<file path="src/rtl/burst_ram_arbiter.sv">
// Round-robin arbiter sharing one BurstRAM between two burst clients.
// A grant is held for a whole burst: BURST_COUNT write beats driven or BURST_COUNT read beats returned.
module burst_ram_arbiter #(
    parameter int ADDR_BITWIDTH = 10,
    parameter int BURST_COUNT   = 4,
    parameter int DATA_BITWIDTH = 64
) (
    input  logic                       clk,
    input  logic                       rst_n,
    input  logic                       c0_cmd,
    input  logic                       c0_cmd_en,
    input  logic [ADDR_BITWIDTH-1:0]   c0_addr,
    input  logic [DATA_BITWIDTH-1:0]   c0_wr_data,
    input  logic [DATA_BITWIDTH/8-1:0] c0_data_mask,
    output logic                       c0_ack,
    output logic [DATA_BITWIDTH-1:0]   c0_rd_data,
    output logic                       c0_rd_data_valid,
    input  logic                       c1_cmd,
    input  logic                       c1_cmd_en,
    input  logic [ADDR_BITWIDTH-1:0]   c1_addr,
    input  logic [DATA_BITWIDTH-1:0]   c1_wr_data,
    input  logic [DATA_BITWIDTH/8-1:0] c1_data_mask,
    output logic                       c1_ack,
    output logic [DATA_BITWIDTH-1:0]   c1_rd_data,
    output logic                       c1_rd_data_valid,
    output logic                       br_cmd,
    output logic                       br_cmd_en,
    output logic [ADDR_BITWIDTH-1:0]   br_addr,
    output logic [DATA_BITWIDTH-1:0]   br_wr_data,
    output logic [DATA_BITWIDTH/8-1:0] br_data_mask,
    input  logic [DATA_BITWIDTH-1:0]   br_rd_data,
    input  logic                       br_rd_data_valid,
    input  logic                       br_busy
);

    localparam int CNT_W = $clog2(BURST_COUNT) + 1;
    localparam logic [CNT_W-1:0] LAST_BEAT = CNT_W'(BURST_COUNT - 1);

    typedef enum logic [1:0] {IDLE, ISSUE, WRITE, READ} state_t;

    state_t           state, state_next;
    logic             grant, grant_next;
    logic             last, last_next;
    logic [CNT_W-1:0] count, count_next;
    logic             sel_cmd;

    always_ff @(posedge clk or negedge rst_n) begin
        if (!rst_n) begin
            state <= IDLE;
            grant <= 1'b0;
            last  <= 1'b1;
            count <= '0;
        end else begin
            state <= state_next;
            grant <= grant_next;
            last  <= last_next;
            count <= count_next;
        end
    end

    assign sel_cmd = grant ? c1_cmd : c0_cmd;

    // A write counts the ISSUE cycle as beat 0, so WRITE starts at beat 1.
    always_comb begin
        state_next       = state;
        grant_next       = grant;
        last_next        = last;
        count_next       = count;
        br_cmd_en        = 1'b0;
        c0_ack           = 1'b0;
        c1_ack           = 1'b0;
        c0_rd_data_valid = 1'b0;
        c1_rd_data_valid = 1'b0;
        case (state)
            IDLE: begin
                if (!br_busy && (c0_cmd_en || c1_cmd_en)) begin
                    if (c0_cmd_en && c1_cmd_en)
                        grant_next = ~last;
                    else
                        grant_next = c1_cmd_en;
                    state_next = ISSUE;
                end
            end
            ISSUE: begin
                br_cmd_en = 1'b1;
                c0_ack    = ~grant;
                c1_ack    = grant;
                last_next = grant;
                if (sel_cmd) begin
                    state_next = WRITE;
                    count_next = CNT_W'(1);
                end else begin
                    state_next = READ;
                    count_next = '0;
                end
            end
            WRITE: begin
                if (count == LAST_BEAT)
                    state_next = IDLE;
                else
                    count_next = count + 1'b1;
            end
            READ: begin
                c0_rd_data_valid = br_rd_data_valid & ~grant;
                c1_rd_data_valid = br_rd_data_valid & grant;
                if (br_rd_data_valid) begin
                    if (count == LAST_BEAT)
                        state_next = IDLE;
                    else
                        count_next = count + 1'b1;
                end
            end
            default: state_next = IDLE;
        endcase
    end

    // br_cmd is forced low in IDLE so it reads 0 while reset is held.
    assign br_cmd       = (state != IDLE) && sel_cmd;
    assign br_addr      = grant ? c1_addr : c0_addr;
    assign br_wr_data   = grant ? c1_wr_data : c0_wr_data;
    assign br_data_mask = grant ? c1_data_mask : c0_data_mask;
    assign c0_rd_data   = br_rd_data;
    assign c1_rd_data   = br_rd_data;

endmodule

</file>
<file path="config.mk">
export PLATFORM = sky130hd
export DESIGN_NAME = burst_ram_arbiter
export DESIGN_NICKNAME = d
export VERILOG_FILES = /design/src/rtl/burst_ram_arbiter.sv
export SDC_FILE = /design/constraint.sdc
export NUM_CORES = 1
export LEC_CHECK = 0
export ABC_AREA = 1
export BUFFER_PORTS_ARGS = -buffer_cell sky130_fd_sc_hd__buf_4
export CAP_MARGIN = 40
export CORE_AREA = 2 2 177 179
export DETAILED_ROUTE_END_ITERATION = 8
export DIE_AREA = 0 0 179 181
export GPL_ROUTABILITY_DRIVEN = 0
export PLACE_DENSITY = 0.43
export REMOVE_ABC_BUFFERS = 1
export SYNTH_ARGS = -nofsm -noshare
export SYNTH_HDL_FRONTEND = slang
export SYNTH_SLANG_ARGS = --single-unit
</file>
<file path="constraint.sdc">
create_clock -name clk -period 2.4 [get_ports clk]
set_input_delay 0.36 -clock clk [delete_from_list [all_inputs] [get_ports clk]]
set_output_delay 0.36 -clock clk [all_outputs]
set_load 0.05 [all_outputs]
</file>
# Yosys cells after proc, flatten, opt, wreduce, memory -nomap -nowiden

Cells that the tools add are included.

Bitwise operators: 4
Reductions and logical operators: 11
Multiplexer cells: 19
Add/subtract/negate cells: 1
Eq/ne operators: 6

Operator list:

| cell                                                                   | number |
|---|---|
| 64-bit 2-to-1 mux                                                      | 1 |
| 10-bit 2-to-1 mux                                                      | 1 |
| 1-bit 2-to-1 mux                                                       | 9 |
| 3-bit case mux with 3 select lines                                     | 1 |
| 8-bit 2-to-1 mux                                                       | 1 |
| 2-bit case mux with 4 select lines                                     | 1 |
| 2-bit 2-to-1 mux                                                       | 3 |
| 3-bit 2-to-1 mux                                                       | 2 |
| 2-bit AND reduction                                                    | 3 |
| 2-bit equality test (second input constant)                            | 2 |
| 2-bit != test (second input constant)                                  | 2 |
| 3-bit by 1-bit adder with 3-bit output (second input constant)         | 1 |
| 3-bit by 2-bit equality test with 1-bit output (second input constant) | 1 |
| 1-bit logical AND                                                      | 3 |
| 3-bit nonzero test                                                     | 1 |
| 1-bit AND                                                              | 2 |
| 2-bit by 1-bit equality test with 1-bit output (second input constant) | 1 |
| 2-bit logical NOT                                                      | 1 |
| 1-bit NOT                                                              | 2 |
| 2-bit nonzero test                                                     | 1 |
| 1-bit logical NOT                                                      | 1 |
| 1-bit logical OR                                                       | 1 |

Logic and storage cells: 45
Output and inout bits: 216
Input bits: 236
Bits in registers: 7

# Logic depth before layout (Yosys ltp)

Word-level depth: 4
Depth in mapped cells: 9

# Worst setup path before layout

No wires, ideal clock.

Path kind: register -> output
Start point: register grant
End point: output port c1_rd_data_valid
Slack: 0.350 ns
Path buffers: 1
Arrival: 1.690 ns
Stages on the path, launching flop included: 4
Cells stage by stage: dfrtp_1 > inv_2 > buf_2 > nor3_1

Word-level cells in the longest chain between the ends: 2

RTL lines:

| what                   | line | RTL |
|---|---|---|
| from (decl)            | 42   | `logic grant, grant_next;` |
| from (signal assigned) | 55   | `grant <= grant_next;` |
| 1-bit AND              | 105  | `c1_rd_data_valid = br_rd_data_valid & grant;` |
| 1-bit 2-to-1 mux       | 74   | `case (state)` |
| to (decl)              | 25   | `output logic c1_rd_data_valid,` |

Every way passes these cells.

# Final worst setup path

Start point: register grant
End point: output port br_addr[4]

Word-level cells in the longest chain between the ends: 1

RTL lines:

| what              | line | RTL |
|---|---|---|
| 10-bit 2-to-1 mux | 119  | `assign br_addr = grant ? c1_addr : c0_addr;` |
| to (decl)         | 28   | `output logic [ADDR_BITWIDTH-1:0] br_addr,` |

Every way passes these cells.

==> tab_implementation.tex <==
\begin{tabular}{lr}
\hline
Metric & Value \\
\hline
\multicolumn{2}{l}{\textbf{Timing}} \\
\quad Tightest hold margin & 0.4816 ns \\
\quad Unrepaired setup endpoints after global routing & no \\
\quad Final Max Slew Viols & 0 \\
\quad Final hold violations & 0 \\
\quad Relative slew margins & 0.6694 \\
\quad Actual transition at the worst max-transition pin & 0.4958 ns \\
\quad Layout Skew & 0.001131 ns \\
\quad Period minus WS final & 1.978 ns \\
\quad Number of setup violations in the final report & 0 \\
\quad Highest clock rate & 0.5055 GHz \\
\quad PnR worst setup slack & 0.4217 ns \\
\quad Final setup TNS & 0 ns \\
\quad Final critical-path share of the clock period & 0.8243 \\
\multicolumn{2}{l}{\textbf{Global routing}} \\
\quad Fraction of met2 tracks used by global routing & 0.2517 \\
\quad Maximum number of pins on one net before global-route repair & 57 \\
\quad GR Overflow Total & 0 \\
\quad First-pass GRT wire length & 34200 µm \\
\quad Most crowded layer after global routing & met2 \\
\quad Number of global-route vias before repair & 3072 \\
\quad Number of antenna violations at the first check in global routing & 16 \\
\quad Met1 usage & 0.1210 \\
\quad Global router's overall resource usage & 0.1666 \\
\quad Met3 usage in global routing & 0.2367 \\
\multicolumn{2}{l}{\textbf{Final layout}} \\
\quad Layout overhead on the synthesized area & 65.25\% \\
\quad Share of final-layout standard cells stronger than drive strength 1 & 0.4720 \\
\quad Post-layout net count & 811 \\
\quad Final std cells w/o fill & 976 \\
\multicolumn{2}{l}{\textbf{Clock network}} \\
\quad Quantity of gates resized following cts & 0 \\
\quad Clock-pin slew on the worst setup and hold paths & 0.04 ns \\
\quad Sink count of the clock tree & 7 \\
\quad Clock Tree Root & clkbuf\_16 \\
\quad Maximum clock insertion buffer count & 2 \\
\quad CTS tree & done \\
\quad Inserted Clock Buffers & 3 \\
\quad Deepest level of the CTS H-tree & 1 \\
\quad Clock Latency Late Sink & 0.24 ns \\
\multicolumn{2}{l}{\textbf{Worst setup path}} \\
\quad Startpoint types & flip-flop \\
\quad Worst setup EP type & output pin \\
\quad Most numerous cell on the critical path & nand2\_1 \\
\quad Data arrival time at the worst-slack endpoint & 1.62 ns \\
\quad Crit Path Category & reg2out \\
\quad Biggest cell delay along the critical path & 0.47 ns \\
\quad Max FO, Critical Path & 56 \\
\quad CP delay by family, top & buffers and inverters \\
\quad Master of the slowest instance on the critical path & dfrtp\_4 \\
\quad Sum of buffers and inverters on the critical path & 3 \\
\quad Worst-path cell chain & clkinv\_2, buf\_12, nand2\_1, nand2\_1, buf\_4 \\
\quad Required arrival time at the worst endpoint & 2.04 ns \\
\multicolumn{2}{l}{\textbf{Route}} \\
\quad Routed wire per std cell & 29.35 µm \\
\quad Wire length reported by the detailed router & 28650 µm \\
\quad Total via count after detailed routing & 3268 \\
\quad Post-route ant nets & 0 \\
\quad Total iterations of the first detailed-routing run & 4 \\
\quad Post-route DRC & 0 \\
\quad Initial DRC Count & 150 \\
\quad Via-to-Cell Ratio & 3.348 \\
\multicolumn{2}{l}{\textbf{Yosys}} \\
\quad Proportion of synthesized flip-flops having asynchronous set or reset & 1.000 \\
\quad Number of storage elements in the synthesis netlist & 7 \\
\quad Main flop type after synthesis & dfrtp\_1 \\
\quad Most area-consuming cells after synthesis & nand2\_1, buf\_4, dfrtp\_1, buf\_2, inv\_1 \\
\quad Syn Std Cell Area & 2376 µm² \\
\quad Synth unique cells & 17 \\
\quad Top cell types by occurrence after synthesis & nand2\_1, buf\_4, buf\_2, inv\_1, nor2\_1 \\
\quad Cell accounting for the most synthesized area & nand2\_1 \\
\quad Post-synthesis area per instance & 5.280 µm² \\
\quad Cell with the most instances after synthesis & nand2\_1 \\
\quad Portion of synthesized cell area occupied by the leading cell type & 0.4202 \\
\quad Cell count after synthesis & 450 \\
\quad Share of the yosys chip area belonging to registers & 0.07425 \\
\quad Number of flops mapped to enable cells by yosys & 0 \\
\quad Yosys synthesis warning count & 0 \\
\multicolumn{2}{l}{\textbf{Die}} \\
\quad Die Ht & 181 µm \\
\quad Core area & 30350 µm² \\
\quad Starting density of the core & 0.07829 \\
\quad Full die area & 32400 µm² \\
\quad Standard-cell row count & 64 \\
\quad Boundary Pins & 452 \\
\quad Overall die width & 179 µm \\
\multicolumn{2}{l}{\textbf{Placement}} \\
\quad Post-Place Setup Slack & 0.6697 ns \\
\quad \# placed instances & 963 \\
\quad Placed wire-length estimate after detailed placement & 26410 µm \\
\quad Number of input and output port buffers inserted & 259 \\
\multicolumn{2}{l}{\textbf{Outcome}} \\
\quad Outcome & finished, final reports clean \\
\multicolumn{2}{l}{\textbf{Pwr}} \\
\quad Peak supply drop & 0.4856 mV \\
\quad Pleak & 0.002278 µW \\
\quad Power per cell area & 1322 nW/µm² \\
\multicolumn{2}{l}{\textbf{Min path}} \\
\quad Path class of the lowest-slack min-delay path & in2async \\
\multicolumn{2}{l}{\textbf{Run}} \\
\quad Count of max-cap constraint violations & 0 \\
\hline
\end{tabular}
## kinds of logic after synthesis
group | synth area share
and+or+nand+nor | 0.4439
buffers and inverters | 0.4544
AOI/OAI and AO/OA | 0.01685
DFF | 0.07425
adders and majority gates | 0.01053
## layer usage
| metal | part of all wire | wire length (µm) | up-vias |
|---|---|---|---|
| li1 | - | - | 1470 |
| met1 | 0.26 | 7415 | 1320 |
| met2 | 0.42 | 12080 | 425 |
| met3 | 0.30 | 8538 | 33 |
| met4 | 0.0044 | 127 | 20 |
| met5 | 0.017 | 484 | - |
## flip-flops by register name (all words and copies together) (netlist names)
signal / flops
count: 3
grant: 1
last: 1
state: 2
## path summary, 6_finish.rpt
kind / from / end / slack (ns) / cells past startpoint
worst min-delay path: rst_n / state[0] / 0.48 / 2
worst max-delay path: grant / br_addr[4] / 0.42 / 5
max in group asynchronous: rst_n / last / 1.71 / 2
min in group clk: count[1] / count[1] / 0.49 / 2
worst max register to register: count[0] / count[2] / 1.02 / 4
worst min register to register: count[1] / count[1] / 0.49 / 2
## per-stage QoR
step,cell area [µm²],power (µW),util
detailed placement,3817,4961,0.1258
global route,3909,5513,0.1288
floorplan,1330,3305,-
global placement,3817,4955,0.1258
finish,3926,5192,0.1294
CTS,3906,5265,0.1287
## final cells by class
type / count / area [µm²]
inverters: 9 / 35.03
multi-input cells: 288 / 1120
repair buffers: 264 / 1997
clock buffers: 4 / 78.83
diodes: 8 / 20.02
fillers: 3612 / 26420
well taps: 396 / 495.5
flip-flops and latches: 7 / 180.2
## report_power, final
group | internal (µW) | switching [µW] | total, µW
Clock | 222 | 71.4 | 293
Combinational | 1290 | 3380 | 4670
Sequential | 186 | 44.0 | 230
## timing repair
action,CTS,global route
endpoints found under the setup margin,0,0
endpoints found under the hold margin,6,0
hold buffers,1,0
setup buffers,0,0
## layout by cell type, fill, tap and decap left out, types with 2 or more instances in the layout
cell type  instances
buf_4            262
clkbuf_16          3
dfrtp_1            5
diode_2            8
ha_1               2
inv_1              8
nand2_1          266
nand3_1            2
nor2_1             8
nor3_1             2
o21ai_0            4
Power figures use the tool's default switching activity.
